<file path="src/rtl/spi_xfer_sequencer_pkg.sv">
// rtl/spi_xfer_sequencer_pkg.sv - register map, CTRL bit indices and FSM encoding for spi_xfer_sequencer.
package spi_seq_pkg;

  localparam logic [2:0] REG_CMD   = 3'd0;
  localparam logic [2:0] REG_ADDR  = 3'd1;
  localparam logic [2:0] REG_LEN   = 3'd2;
  localparam logic [2:0] REG_WDATA = 3'd3;
  localparam logic [2:0] REG_RDATA = 3'd4;
  localparam logic [2:0] REG_CTRL  = 3'd5;

  localparam int CTRL_START = 0;
  localparam int CTRL_BUSY  = 1;

  typedef enum logic [3:0] {
    S_IDLE,
    S_W_CMD,
    S_W_ADDR,
    S_W_LEN,
    S_W_DATA,
    S_W_CTRL,
    S_POLL_GAP,
    S_POLL,
    S_R_DATA,
    S_W_ABORT,
    S_RESP
  } seq_state_e;

endpackage

</file>
<file path="src/rtl/spi_xfer_sequencer_if.sv">
// rtl/spi_xfer_sequencer_if.sv - request/response and APB master signals of spi_xfer_sequencer.
interface spi_xfer_sequencer_if #(
  parameter int ADDR_WIDTH = 4
);
  logic                  req_valid_i;
  logic                  req_ready_o;
  logic                  req_write_i;
  logic [31:0]           req_cmd_i;
  logic [31:0]           req_addr_i;
  logic [31:0]           req_len_i;
  logic [31:0]           req_wdata_i;
  logic                  rsp_valid_o;
  logic [31:0]           rsp_rdata_o;
  logic                  rsp_err_o;
  logic                  busy_o;
  logic                  psel_o;
  logic                  penable_o;
  logic [ADDR_WIDTH-1:0] paddr_o;
  logic                  pwrite_o;
  logic [31:0]           pwdata_o;
  logic [31:0]           prdata_i;
  logic                  pready_i;

  modport master (
    input  req_valid_i, req_write_i, req_cmd_i, req_addr_i, req_len_i, req_wdata_i,
    output req_ready_o, rsp_valid_o, rsp_rdata_o, rsp_err_o, busy_o,
    output psel_o, penable_o, paddr_o, pwrite_o, pwdata_o,
    input  prdata_i, pready_i
  );

  modport slave (
    output req_valid_i, req_write_i, req_cmd_i, req_addr_i, req_len_i, req_wdata_i,
    input  req_ready_o, rsp_valid_o, rsp_rdata_o, rsp_err_o, busy_o,
    input  psel_o, penable_o, paddr_o, pwrite_o, pwdata_o,
    output prdata_i, pready_i
  );
endinterface

</file>
<file path="src/rtl/spi_xfer_sequencer_apb_xfer_port.sv">
// rtl/spi_xfer_sequencer_apb_xfer_port.sv - runs one APB transfer per request; SETUP is combinational
// on i_start so back-to-back transfers need no idle cycle between them.
module apb_xfer_port #(
  parameter int ADDR_WIDTH = 4
) (
  input  logic                  clk_i,
  input  logic                  rst_i,
  input  logic                  i_start,
  input  logic [ADDR_WIDTH-1:0] i_addr,
  input  logic                  i_write,
  input  logic [31:0]           i_wdata,
  output logic                  o_done,
  output logic [31:0]           o_rdata,
  output logic                  o_psel,
  output logic                  o_penable,
  output logic [ADDR_WIDTH-1:0] o_paddr,
  output logic                  o_pwrite,
  output logic [31:0]           o_pwdata,
  input  logic [31:0]           i_prdata,
  input  logic                  i_pready
);
  logic r_access;

  always_ff @(posedge clk_i or posedge rst_i) begin
    if (rst_i) begin
      r_access <= 1'b0;
    end else if (r_access) begin
      if (i_pready) r_access <= 1'b0;
    end else if (i_start) begin
      r_access <= 1'b1;
    end
  end

  assign o_psel    = i_start | r_access;
  assign o_penable = r_access;
  assign o_done    = r_access & i_pready;
  assign o_rdata   = i_prdata;
  assign o_paddr   = i_addr;
  assign o_pwrite  = i_write;
  assign o_pwdata  = i_wdata;
endmodule

</file>
<file path="src/rtl/spi_xfer_sequencer.sv">
// rtl/spi_xfer_sequencer.sv - APB master sequencing one SPI transaction through apb_spi_master.
// Optional poll timeout with abort: define SPI_XFER_SEQ_TIMEOUT_EN.
module spi_xfer_sequencer
  import spi_seq_pkg::*;
#(
  parameter int ADDR_WIDTH  = 4,
  parameter int POLL_GAP    = 4,
  parameter int TIMEOUT_CYC = 1024
) (
  input  logic                 clk_i,
  input  logic                 rst_i,
  spi_xfer_sequencer_if.master bus
);
  seq_state_e  r_state, w_next;
  logic        r_write;
  logic [31:0] r_cmd, r_addr, r_len, r_wdata;
  logic [31:0] r_gap_cnt, r_rsp_rdata;
  logic        w_start, w_pwrite, w_done, w_timeout;
  logic [2:0]  w_reg;
  logic [31:0] w_pwdata, w_rdata;

  apb_xfer_port #(.ADDR_WIDTH(ADDR_WIDTH)) u_port (
    .clk_i     (clk_i),
    .rst_i     (rst_i),
    .i_start   (w_start),
    .i_addr    (ADDR_WIDTH'(w_reg)),
    .i_write   (w_pwrite),
    .i_wdata   (w_pwdata),
    .o_done    (w_done),
    .o_rdata   (w_rdata),
    .o_psel    (bus.psel_o),
    .o_penable (bus.penable_o),
    .o_paddr   (bus.paddr_o),
    .o_pwrite  (bus.pwrite_o),
    .o_pwdata  (bus.pwdata_o),
    .i_prdata  (bus.prdata_i),
    .i_pready  (bus.pready_i)
  );

  always_ff @(posedge clk_i or posedge rst_i) begin
    if (rst_i) r_state <= S_IDLE;
    else       r_state <= w_next;
  end

  always_comb begin
    w_next   = r_state;
    w_start  = 1'b0;
    w_reg    = REG_CMD;
    w_pwrite = 1'b0;
    w_pwdata = '0;
    case (r_state)
      S_IDLE:   if (bus.req_valid_i) w_next = S_W_CMD;
      S_W_CMD: begin
        w_start = 1'b1; w_pwrite = 1'b1; w_reg = REG_CMD; w_pwdata = r_cmd;
        if (w_done) w_next = S_W_ADDR;
      end
      S_W_ADDR: begin
        w_start = 1'b1; w_pwrite = 1'b1; w_reg = REG_ADDR; w_pwdata = r_addr;
        if (w_done) w_next = S_W_LEN;
      end
      S_W_LEN: begin
        w_start = 1'b1; w_pwrite = 1'b1; w_reg = REG_LEN; w_pwdata = r_len;
        if (w_done) w_next = r_write ? S_W_DATA : S_W_CTRL;
      end
      S_W_DATA: begin
        w_start = 1'b1; w_pwrite = 1'b1; w_reg = REG_WDATA; w_pwdata = r_wdata;
        if (w_done) w_next = S_W_CTRL;
      end
      S_W_CTRL: begin
        w_start = 1'b1; w_pwrite = 1'b1; w_reg = REG_CTRL;
        w_pwdata[CTRL_START] = 1'b1;
        if (w_done) w_next = (POLL_GAP == 0) ? S_POLL : S_POLL_GAP;
      end
      S_POLL_GAP: begin
        if (w_timeout)            w_next = S_W_ABORT;
        else if (r_gap_cnt == '0) w_next = S_POLL;
      end
      S_POLL: begin
        w_start = 1'b1; w_reg = REG_CTRL;
        // A poll already on the bus always completes before a timeout is acted on.
        if (w_done) begin
          if (!w_rdata[CTRL_BUSY]) w_next = r_write ? S_RESP : S_R_DATA;
          else if (w_timeout)      w_next = S_W_ABORT;
          else                     w_next = (POLL_GAP == 0) ? S_POLL : S_POLL_GAP;
        end
      end
      S_R_DATA: begin
        w_start = 1'b1; w_reg = REG_RDATA;
        if (w_done) w_next = S_RESP;
      end
      S_W_ABORT: begin
        w_start = 1'b1; w_pwrite = 1'b1; w_reg = REG_CTRL;
        if (w_done) w_next = S_RESP;
      end
      S_RESP:   w_next = S_IDLE;
      default:  w_next = S_IDLE;
    endcase
  end

  always_ff @(posedge clk_i or posedge rst_i) begin
    if (rst_i) begin
      r_write     <= 1'b0;
      r_cmd       <= '0;
      r_addr      <= '0;
      r_len       <= '0;
      r_wdata     <= '0;
      r_gap_cnt   <= '0;
      r_rsp_rdata <= '0;
    end else begin
      if (r_state == S_IDLE && bus.req_valid_i) begin
        r_write <= bus.req_write_i;
        r_cmd   <= bus.req_cmd_i;
        r_addr  <= bus.req_addr_i;
        r_len   <= bus.req_len_i;
        r_wdata <= bus.req_wdata_i;
      end
      if (w_next == S_POLL_GAP && r_state != S_POLL_GAP)
        r_gap_cnt <= 32'(POLL_GAP - 1);
      else if (r_state == S_POLL_GAP && r_gap_cnt != '0)
        r_gap_cnt <= r_gap_cnt - 32'd1;
      if (w_next == S_RESP && r_state != S_RESP)
        r_rsp_rdata <= (r_state == S_R_DATA) ? w_rdata : '0;
    end
  end

`ifdef SPI_XFER_SEQ_TIMEOUT_EN
  logic [31:0] r_poll_cnt;
  logic        r_rsp_err;

  always_ff @(posedge clk_i or posedge rst_i) begin
    if (rst_i) begin
      r_poll_cnt <= '0;
      r_rsp_err  <= 1'b0;
    end else begin
      if (r_state == S_W_CTRL && w_done)
        r_poll_cnt <= '0;
      else if (r_state == S_POLL_GAP || r_state == S_POLL)
        r_poll_cnt <= r_poll_cnt + 32'd1;
      if (w_next == S_RESP && r_state != S_RESP)
        r_rsp_err <= (r_state == S_W_ABORT);
    end
  end

  assign w_timeout     = (r_poll_cnt >= 32'(TIMEOUT_CYC));
  assign bus.rsp_err_o = (r_state == S_RESP) & r_rsp_err;
`else
  logic w_unused_timeout;
  assign w_unused_timeout = (TIMEOUT_CYC != 0);
  assign w_timeout        = 1'b0;
  assign bus.rsp_err_o    = 1'b0;
`endif

  assign bus.req_ready_o = (r_state == S_IDLE);
  assign bus.busy_o      = (r_state != S_IDLE);
  assign bus.rsp_valid_o = (r_state == S_RESP);
  assign bus.rsp_rdata_o = r_rsp_rdata;
endmodule

</file>
<file path="src/flat_wrapper.sv">
// flat-port wrapper written by rule: the top's interface ports become plain ports
module spi_xfer_sequencer_flat import spi_seq_pkg::*;
#(
  parameter int ADDR_WIDTH  = 4,
  parameter int POLL_GAP    = 4,
  parameter int TIMEOUT_CYC = 1024
)
  (clk_i, rst_i, bus_req_valid_i, bus_req_write_i, bus_req_cmd_i, bus_req_addr_i, bus_req_len_i, bus_req_wdata_i, bus_req_ready_o, bus_rsp_valid_o, bus_rsp_rdata_o, bus_rsp_err_o, bus_busy_o, bus_psel_o, bus_penable_o, bus_paddr_o, bus_pwrite_o, bus_pwdata_o, bus_prdata_i, bus_pready_i);
  spi_xfer_sequencer_if #(.ADDR_WIDTH(ADDR_WIDTH)) bus_i ();
  input  logic clk_i;
  input  logic rst_i;
  input wire logic [$bits(bus_i.req_valid_i)-1:0] bus_req_valid_i;
  input wire logic [$bits(bus_i.req_write_i)-1:0] bus_req_write_i;
  input wire logic [$bits(bus_i.req_cmd_i)-1:0] bus_req_cmd_i;
  input wire logic [$bits(bus_i.req_addr_i)-1:0] bus_req_addr_i;
  input wire logic [$bits(bus_i.req_len_i)-1:0] bus_req_len_i;
  input wire logic [$bits(bus_i.req_wdata_i)-1:0] bus_req_wdata_i;
  output wire logic [$bits(bus_i.req_ready_o)-1:0] bus_req_ready_o;
  output wire logic [$bits(bus_i.rsp_valid_o)-1:0] bus_rsp_valid_o;
  output wire logic [$bits(bus_i.rsp_rdata_o)-1:0] bus_rsp_rdata_o;
  output wire logic [$bits(bus_i.rsp_err_o)-1:0] bus_rsp_err_o;
  output wire logic [$bits(bus_i.busy_o)-1:0] bus_busy_o;
  output wire logic [$bits(bus_i.psel_o)-1:0] bus_psel_o;
  output wire logic [$bits(bus_i.penable_o)-1:0] bus_penable_o;
  output wire logic [$bits(bus_i.paddr_o)-1:0] bus_paddr_o;
  output wire logic [$bits(bus_i.pwrite_o)-1:0] bus_pwrite_o;
  output wire logic [$bits(bus_i.pwdata_o)-1:0] bus_pwdata_o;
  input wire logic [$bits(bus_i.prdata_i)-1:0] bus_prdata_i;
  input wire logic [$bits(bus_i.pready_i)-1:0] bus_pready_i;
  assign bus_i.req_valid_i = bus_req_valid_i;
  assign bus_i.req_write_i = bus_req_write_i;
  assign bus_i.req_cmd_i = bus_req_cmd_i;
  assign bus_i.req_addr_i = bus_req_addr_i;
  assign bus_i.req_len_i = bus_req_len_i;
  assign bus_i.req_wdata_i = bus_req_wdata_i;
  assign bus_req_ready_o = bus_i.req_ready_o;
  assign bus_rsp_valid_o = bus_i.rsp_valid_o;
  assign bus_rsp_rdata_o = bus_i.rsp_rdata_o;
  assign bus_rsp_err_o = bus_i.rsp_err_o;
  assign bus_busy_o = bus_i.busy_o;
  assign bus_psel_o = bus_i.psel_o;
  assign bus_penable_o = bus_i.penable_o;
  assign bus_paddr_o = bus_i.paddr_o;
  assign bus_pwrite_o = bus_i.pwrite_o;
  assign bus_pwdata_o = bus_i.pwdata_o;
  assign bus_i.prdata_i = bus_prdata_i;
  assign bus_i.pready_i = bus_pready_i;
  spi_xfer_sequencer #(.ADDR_WIDTH(ADDR_WIDTH), .POLL_GAP(POLL_GAP), .TIMEOUT_CYC(TIMEOUT_CYC)) u_core (.clk_i(clk_i), .rst_i(rst_i), .bus(bus_i));
endmodule
</file>
<file path="config.mk">
export PLATFORM = sky130hd
export DESIGN_NAME = spi_xfer_sequencer_flat
export DESIGN_NICKNAME = d
export VERILOG_FILES = /design/src/rtl/spi_xfer_sequencer_pkg.sv /design/src/rtl/spi_xfer_sequencer_if.sv /design/src/rtl/spi_xfer_sequencer_apb_xfer_port.sv /design/src/rtl/spi_xfer_sequencer.sv /design/src/flat_wrapper.sv
export SDC_FILE = /design/constraint.sdc
export NUM_CORES = 1
export LEC_CHECK = 0
export BUFFER_PORTS_ARGS = -buffer_cell sky130_fd_sc_hd__buf_2
export CORE_ASPECT_RATIO = 0.8
export CORE_UTILIZATION = 48
export DETAILED_ROUTE_END_ITERATION = 12
export GPL_TIMING_DRIVEN = 0
export PLACE_DENSITY = 0.77
export SLEW_MARGIN = 20
export SYNTH_ARGS = -nofsm -noshare
export SYNTH_HDL_FRONTEND = slang
export SYNTH_SLANG_ARGS = --single-unit
</file>
<file path="constraint.sdc">
create_clock -name clk_i -period 5.7 [get_ports clk_i]
set_input_delay 0.285 -clock clk_i [delete_from_list [all_inputs] [get_ports clk_i]]
set_output_delay 0.285 -clock clk_i [all_outputs]
set_load 0.005 [all_outputs]
</file>
After elaboration in Yosys (flattened, before gate mapping)
Index checks and enable logic that the tools add are counted.

Input port bits: 165. Word-level logic and storage cells: 63. Flip-flop bits (word level): 198. Output and inout bits: 75.

Eq/ne operators: 14. Multiplexer cells: 24. Bitwise operators: 2. $add $sub $neg: 1. Reductions and logical operators: 13.

Operator list (number): $pmux W31 S4 (1); $mux W32 (3); $mux W4 (10); $pmux W4 S9 (1); $logic_not A32 Y1 (1); $reduce_bool A32 Y1 (1); $sub A32 B1 Y32 const B (1); $eq A4 B3 Y1 const B (5); $eq A4 B4 Y1 const B (4); $pmux W3 S5 (1); $eq A4 B2 Y1 const B (2); $reduce_or A8 Y1 (1); $mux W1 (6); $reduce_or A6 Y1 (1); $pmux W1 S5 (1); $eq A4 B1 Y1 const B (1); $logic_and A1 B1 Y1 (4); $logic_not A4 Y1 (1); $ne A4 B3 Y1 const B (1); $ne A4 B4 Y1 const B (1); $reduce_bool A4 Y1 (1); $reduce_or A3 Y1 (1); $mux W2 (1); $reduce_bool A2 Y1 (1); other kinds (3) (3).

Longest topological paths before layout
Gate-level depths: netlist of the first run.

Depth in word-level cells: 7. Mapped depth: 9. Depth with buffers taken out: 7.

By module
A second synthesis of the first run with hierarchy kept.

Cells, all modules: 871. Area, all modules: 9475.3 µm².

By module, submodules not included: spi_xfer_sequencer (sequential area each 4929.7 µm², cells an instance 796, times used 1, area an instance 8901.0 µm²); apb_xfer_port (sequential area each 25.0 µm², cells an instance 75, times used 1, area an instance 574.3 µm²).

Least setup slack after synthesis of the first run
OpenSTA, ideal clock, no wires.

Path type: register to register. Start point: reg u_core.r_gap_cnt[16]. End point: reg u_core.r_gap_cnt[1]. Path buffers: 2. Arrival time: 2016 ps. Slack: 3560 ps. Stages on the path, launching flop included: 8. Period minus slack after synthesis: 2140 ps. Library setup time: 124 ps. Required time: 5576 ps. Path through: dfrtp_1 -> or4_1 -> buf_2 -> nor3b_4 -> a31o_4 -> buf_6 -> nor2_1 -> a211o_1.

Word-level cells in the longest chain between the ends: 6. Elaborated cells between the ends (all ways): 9. Those cells by class: 1 x eq/ne; 3 x mux; 5 x reduce/logical.

Ends and longest elaborated chain: start, declared (line spi_xfer_sequencer.sv:17) `logic [31:0] r_gap_cnt, r_rsp_rdata;`; start signal, assigned (line spi_xfer_sequencer.sv:118) `r_gap_cnt <= 32'(POLL_GAP - 1);`; start signal, assigned (line spi_xfer_sequencer.sv:120) `r_gap_cnt <= r_gap_cnt - 32'd1;`; $logic_not A32 Y1 (line spi_xfer_sequencer.sv:76) `else if (r_gap_cnt == '0) w_next = S_POLL;`; $mux W4 (line spi_xfer_sequencer.sv:76); $pmux W4 S9 (line spi_xfer_sequencer.sv:51) `case (r_state)`; $eq A4 B3 Y1 (line spi_xfer_sequencer.sv:117) `if (w_next == S_POLL_GAP && r_state != S_POLL_GAP)`; $logic_and A1 B1 Y1 (line spi_xfer_sequencer.sv:117); $mux W32 or $reduce_bool A2 Y1 (tied branches).

Parallel ways exist; a longest one is shown, timed or not. A chain may end at the register's enable or synchronous reset.

Final worst setup path of the first run
Start point: reg u_core.r_state[1]. End point: out bus_pwdata_o[26].

Word-level cells in the longest chain between the ends: 2. Elaborated cells between the ends (all ways): 5. Those cells by class: 4 x eq/ne; 1 x mux.

Ends and longest elaborated chain: start, declared (line spi_xfer_sequencer.sv:14) `seq_state_e r_state, w_next;`; start signal, assigned (line spi_xfer_sequencer.sv:42) `else r_state <= w_next;`; $eq A4 B3 Y1, or another cell as far along (line spi_xfer_sequencer.sv:51); $pmux W31 S4 (*) (line spi_xfer_sequencer.sv:51); end, declared (line flat_wrapper.sv:27) `output wire logic [$bits(bus_i.pwdata_o)-1:0] bus_pwdata_o;`.

Mark *: on every way between the ends. The rest lies on a longest branch, timed or not.

==> flow_summary.toml, run 1 <==
[timing]
fin_setup_tns_ns = 0
fmax_mhz = 291
finalClockSkew_ns = 0.00776
hold_viol = 0
finalCritPeriodShare = 0.604
grt_setup_unrepaired = "no"
timing.final.crit_period_ns = 3.44
slew_headroom = 0.426
slew_violations = 0
finalSetupViolations = 0
worstMarginPinSlew_ns = 0.860

[floorplanning]
io_pins = 240
core_area_um2 = 18300
num_rows = 44
start_util = 0.494
die_h_um = 125
die-area_um2 = 19400
fp.dieW_um = 155

[global_routing]
antenna_found_initial = 2
grt_pass1_vias = 7139
grt.total_usage = 0.258
grt-ovfl-total = 0
grt_max_degree = 80
grt_first_pass_wirelength_um = 38300

[detailed_routing]
finalWirelength_um = 24300
wl_per_cell_um = 18.5
vias = 7322
ant_nets = 0
route.detailed.drc = 0
viasPerCell = 5.57
drt_pre_antenna_iters = 5
drtIter0Drc = 504

[worst_setup_path]
rrSetupSlack_ns = 3.16
regToRegEndpoint = "u_core.r_len[29]$_DFFE_PP0P_"
cp-start-kind = "register"
crit_arrival_ns = 3.16
critPathKind = "reg2out"
r2r-start = "u_core.r_state[2]$_DFF_PP0_"
crit_fanout = 10
required_ns = 5.41
cp-end-kind = "primary output"
reg2regPathDepth = 7

[yosys]
synth_edf_count = 0
ys_types = 62
synthMuxAreaShare = 0.163
synthAdderAreaFrac = 0.00138
synth_top_family_by_area = "multiplexers"
synth_simple_gate_area_frac = 0.121
synth-compound-area-share = 0.127
synth_top_area_frac = 0.548
yosys-top-cells-count = "dfrtp_1 (198), mux2_2 (129), nand2_1 (110), a22oi_1 (63), o21ai_0 (37)"
ys_ff_latch = 198
async_flop_share = 1.00
synth_xor_area_frac = 0.00776
synth_area_leaders = "dfrtp_1 (55%), mux2_2 (16%), a22oi_1 (5.2%)"
synth_top_area_cell = "dfrtp_1"
ys_seq_area_frac = 0.548
yosysWarnings = 0
synth.most_common_cell = "dfrtp_1"
syn-instance-count = 788
syn_area_per_cell_um2 = 11.5
synthFlopType = "dfrtp_1"
synth_area_um2 = 9030

[clocking]
h-tree-depth = 4
cts_made_buffers = 17
cts_setup_buffers = 0
cts.path.max_buffers = 2
cts_root_buf = "clkbuf_16"
cts.sink_count = 198
cts_resized = 0
clock_latency_ns = 0.44
path_clk_slew_ns = 0.08
cts_tree = "yes"
cts_hold_buf = 1

[finish]
fillers = 1523
layout.nets = 1214
fin_area_um2 = 11200
syn2layout_area_growth_pct = 24.3
drive_gt1_frac = 0.410

[status]
outcome = "finished, final reports clean"

[placed_design]
gp_congestion = 0.842
dp_hpwl_um = 17500
place_area_um2 = 10600
io_buffers = 237

[min_path]
hold_depth = 2
worst_hold_startpoint = "bus_req_len_i[18]"
hold_class = "in2reg"
whs_endpoint = "u_core.r_len[18]$_DFFE_PP0P_"

[power]
peakVddDrop_mv = 0.303
power_leakage_nw = 5.29
power.density_nw_per_um2 = 575

[job]
max-cap-violations = 0
[metrics by stage]
stage	setup slack, ns	hold slack [ns]	util	cells	power, mW
finish	2.26	0.0703	0.614	1315	6.46
detailed placement	2.74	0.319	0.580	1281	5.19
global placement	-2.19	0.456	0.577	1279	5.09
global route	2.07	0.0535	0.614	1314	6.89
CTS	2.26	0.0558	0.614	1314	6.46
floorplan	0.0177	0.421	-	789	4.23
[kinds of logic after synthesis]
logic type,Yosys count
buf+inv,64
xor+xnor,8
other cells,1
compound gates,170
simple gates,215
flops,198
mux,131
fa+ha+maj,1
[report_power, final]
group	total, mW	internal, mW	switching (mW)	leakage, nW
Combinational	2.75	1.23	1.51	2.52
Sequential	2.45	2.06	0.396	2.48
Clock	1.26	0.669	0.589	0.293
Total	6.46	3.96	2.50	5.29
[per-layer routing]
metal | global-route usage | vias up | share of wire
met3 | 0.0640 | 31 | 0.067
met5 | 0 | - | 0.00041
met2 | 0.397 | 291 | 0.46
met4 | 0.0652 | 2 | 0.015
met1 | 0.366 | 3605 | 0.46
li1 | - | 3393 | -
[state kept, by name (all words and copies together) (netlist names)]
signal / cells
u_core.bus.rsp_rdata_o: 32
u_core.u_port.o_penable: 1
u_core.r_state: 4
u_core.r_addr: 32
u_core.r_wdata: 32
u_core.r_gap_cnt: 32
u_core.r_len: 32
u_core.r_cmd: 32
u_core.r_write: 1
[cell type report]
class                      instances  area (um2)  area share
multi-input combinational        527        3800       0.339
inverter                           9        41.3     0.00368
clock inverter                    15         186      0.0166
antenna                            1        2.50    0.000223
tap                              253         317      0.0282
timing repair buffer             240        1250       0.111
sequential                       198        4950       0.441
clock buffer                      17         425      0.0379
buffer                            55         245      0.0218
[worst max-delay path, stage by stage (launching register included)]
cell and delay, ns:
dfrtp_1 0.37, buf_2 0.16, clkbuf_1 0.23, nand2b_1 0.24, nor3_1 0.61, clkbuf_1 0.71
a22oi_1 0.14, nand2_1 0.14, buf_2 0.12
[layout by cell type (no fill, tap or decap), types with 10 or more instances in the layout]
cell type,synthesis,routed
nor2_1,25,25
a21oi_1,27,27
mux2_2,129,129
clkbuf_1,33,33
dfrtp_1,198,198
buf_2,16,253
nand2_1,110,110
clkbuf_16,0,17
a22oi_1,63,63
o21ai_0,37,37
or3_1,11,11
nor3_1,10,10
[worst max path at each step]
stage / slack [ns] / startpoint / cells past startpoint / end
after floorplan: 0.02 / rst_i / 1 / u_core.bus.rsp_rdata_o[0]$_DFFE_PP0P_
after global placement: -2.19 / rst_i / 2 / u_core.r_addr[18]$_DFFE_PP0P_
after detailed placement: 2.74 / u_core.r_state[1]$_DFF_PP0_ / 8 / bus_pwdata_o[26]
after CTS: 2.26 / u_core.r_state[1]$_DFF_PP0_ / 8 / bus_pwdata_o[26]
after global routing: 2.07 / u_core.r_state[1]$_DFF_PP0_ / 8 / bus_pwdata_o[12]
final: 2.26 / u_core.r_state[1]$_DFF_PP0_ / 8 / bus_pwdata_o[26]
No activity file was read; power rests on OpenSTA's default activity.
==> inputs of run 2 (changes only) <==
Clock period 5.7 ns to 2.8 ns, I/O delays scaled along.
==> run 2 against run 1 <==
  * Sequential power grew 110%
  * Clock skew increased by 0.0030 ns
  * Design area grew 15%
  * Critical path type unchanged
  * Largest power group unchanged
  * Power is 110% higher
  * Count of clock-buffer cells in the layout increased by 2
  * Non-clock buffer count increased by 167
  * Flip-flop and latch count stayed put
  * Highest routed layer is now met4
  * Wire length grew 22%
  * Critical endpoint unchanged
==> flow_summary.toml, run 2 (synthesized netlist as in run 1, its figures left out) <==
[status]
outcome = "finished, final reports clean"

[clocking]
path_clk_slew_ns = 0.07
clock_latency_ns = 0.44
cts_made_buffers = 17
cts_tree = "yes"
h-tree-depth = 4
cts.path.max_buffers = 2
cts.sink_count = 198
cts_root_buf = "clkbuf_16"

[finish]
antenna-diode-count = 0
layout.nets = 1381
drive_gt1_frac = 0.371
fillers = 1263
mostFrequentLayoutCell = "buf_2"
mostFrequentLayoutCells = "buf_2 (255), dfrtp_1 (198), dlygate4sd3_1 (162), mux2_2 (129), nand2_1 (110)"
fin_area_um2 = 13000
syn2layout_area_growth_pct = 43.5

[timing]
finalSetupViolations = 0
worstMarginPinSlew_ns = 0.871
finalClockSkew_ns = 0.0108
fin_setup_tns_ns = 0
timing.final.crit_period_ns = 2.68
finalCritPeriodShare = 0.957
hold_viol = 0
slew_violations = 0
fmax_mhz = 373
slew_headroom = 0.419

[floorplanning]
fp.dieW_um = 155
num_rows = 44
io_pins = 240
die_h_um = 125
die-area_um2 = 19400
core_area_um2 = 18300
start_util = 0.494

[power]
power_leakage_nw = 6.05
peakVddDrop_mv = 0.576
power.density_nw_per_um2 = 1040

[placed_design]
gp_congestion = 0.870
dp_hpwl_um = 17800
place_area_um2 = 10700
io_buffers = 237

[detailed_routing]
finalWirelength_um = 29800
wl_per_cell_um = 20.1
drtIter0Drc = 913
ant_nets = 0
viasPerCell = 5.64
route.detailed.drc = 0
drt_pre_antenna_iters = 6
vias = 8347

[global_routing]
antenna_found_initial = 0
grt-ovfl-total = 0
grt_max_degree = 33
grt.total_usage = 0.318
grt_first_pass_wirelength_um = 46900
grt_pass1_vias = 8688

[worst_setup_path]
critPathKind = "reg2out"
crit_fanout = 10
cp-start-kind = "register"
required_ns = 2.66
crit_arrival_ns = 2.54
cp-end-kind = "primary output"

[min_path]
hold_class = "in2reg"

[job]
max-cap-violations = 0
run 2: cell types whose count changed in the layout (fill, tap and decap cells not counted), sizes merged:
| cell | change |
|---|---|
| clkinv | +1 |
| bufinv | -2 |
| dlygate4sd3 | +161 |
| buf | +8 |
| diode | -1 |
| inv | -1 |
run 2: layout make-up:
type | count | area [um2] | share of cell area
tap | 253 | 317 | 0.0244
buffer | 55 | 260 | 0.0201
clock inverter | 13 | 109 | 0.00840
sequential | 198 | 4950 | 0.382
inverter | 9 | 37.5 | 0.00290
multi-input combinational | 527 | 3830 | 0.296
clock buffer | 19 | 453 | 0.0349
timing repair buffer | 407 | 3000 | 0.231
run 2: worst max-delay path, cell delays in order (launching register included):
cell and delay (ns):
dfrtp_1 0.36, buf_2 0.17, clkbuf_1 0.23, nand2b_1 0.27
nor3_4 0.29, buf_2 0.40, a22oi_1 0.13, nand2_1 0.12
buf_2 0.12
run 2: per-layer routing:
| metal | up-vias | GRT usage | routed length, um |
|---|---|---|---|
| li1 | 3716 | - | - |
| met1 | 4116 | 0.398 | 12100 |
| met2 | 438 | 0.536 | 14800 |
| met3 | 77 | 0.0682 | 2070 |
| met4 | 0 | 0.125 | 869 |
| met5 | - | 0 | 0 |
run 2: worst paths after layout:
| path | startpoint | endpoint | slack (ns) | cells after the start |
|---|---|---|---|---|
| worst max-delay path | u_core.r_state[1]$_DFF_PP0_ | bus_pwdata_o[26] | 0.12 | 8 |
| worst min-delay path | bus_pready_i | u_core.u_port.o_penable$_DFF_PP0_ | 0.1 | 3 |
| worst max register to register | u_core.r_state[3]$_DFF_PP0_ | u_core.bus.rsp_rdata_o[0]$_DFFE_PP0P_ | 0.19 | 6 |
| worst min register to register | u_core.bus.rsp_rdata_o[22]$_DFFE_PP0P_ | u_core.bus.rsp_rdata_o[22]$_DFFE_PP0P_ | 0.48 | 2 |
| max in group asynchronous | rst_i | u_core.r_addr[27]$_DFFE_PP0P_ | 1.41 | 7 |
| min in group asynchronous | rst_i | u_core.bus.rsp_rdata_o[15]$_DFFE_PP0P_ | 0.28 | 3 |
run 2: metrics by stage:
stage	instances	util	setup WS (ns)	hold slack (ns)	total power [mW]
3_5_place_dp	1287	0.587	0.0833	0.182	10.6
6_report	1481	0.709	0.119	0.0984	13.5
4_1_cts	1480	0.708	0.0332	0.00865	13.2
5_1_grt	1481	0.709	-0.0175	0.114	14.3
3_3_place_gp	1279	0.577	-1.12	0.371	10.4
2_1_floorplan	789	-	0.0996	0.276	8.61
run 2: report_power, final:
part           switching, mW  internal (mW)
registers              0.891           4.19
logic                   3.32           2.70
clock network           1.18           1.22
total                   5.39           8.11
run 2: timing repair:
item                                    CTS  global route
setup buffers                             0             0
endpoints found under the setup margin   31            31
hold buffers                            161             1
hold endpoints to repair                175             1
pin swaps                                 0             0
resized for setup                        12            10
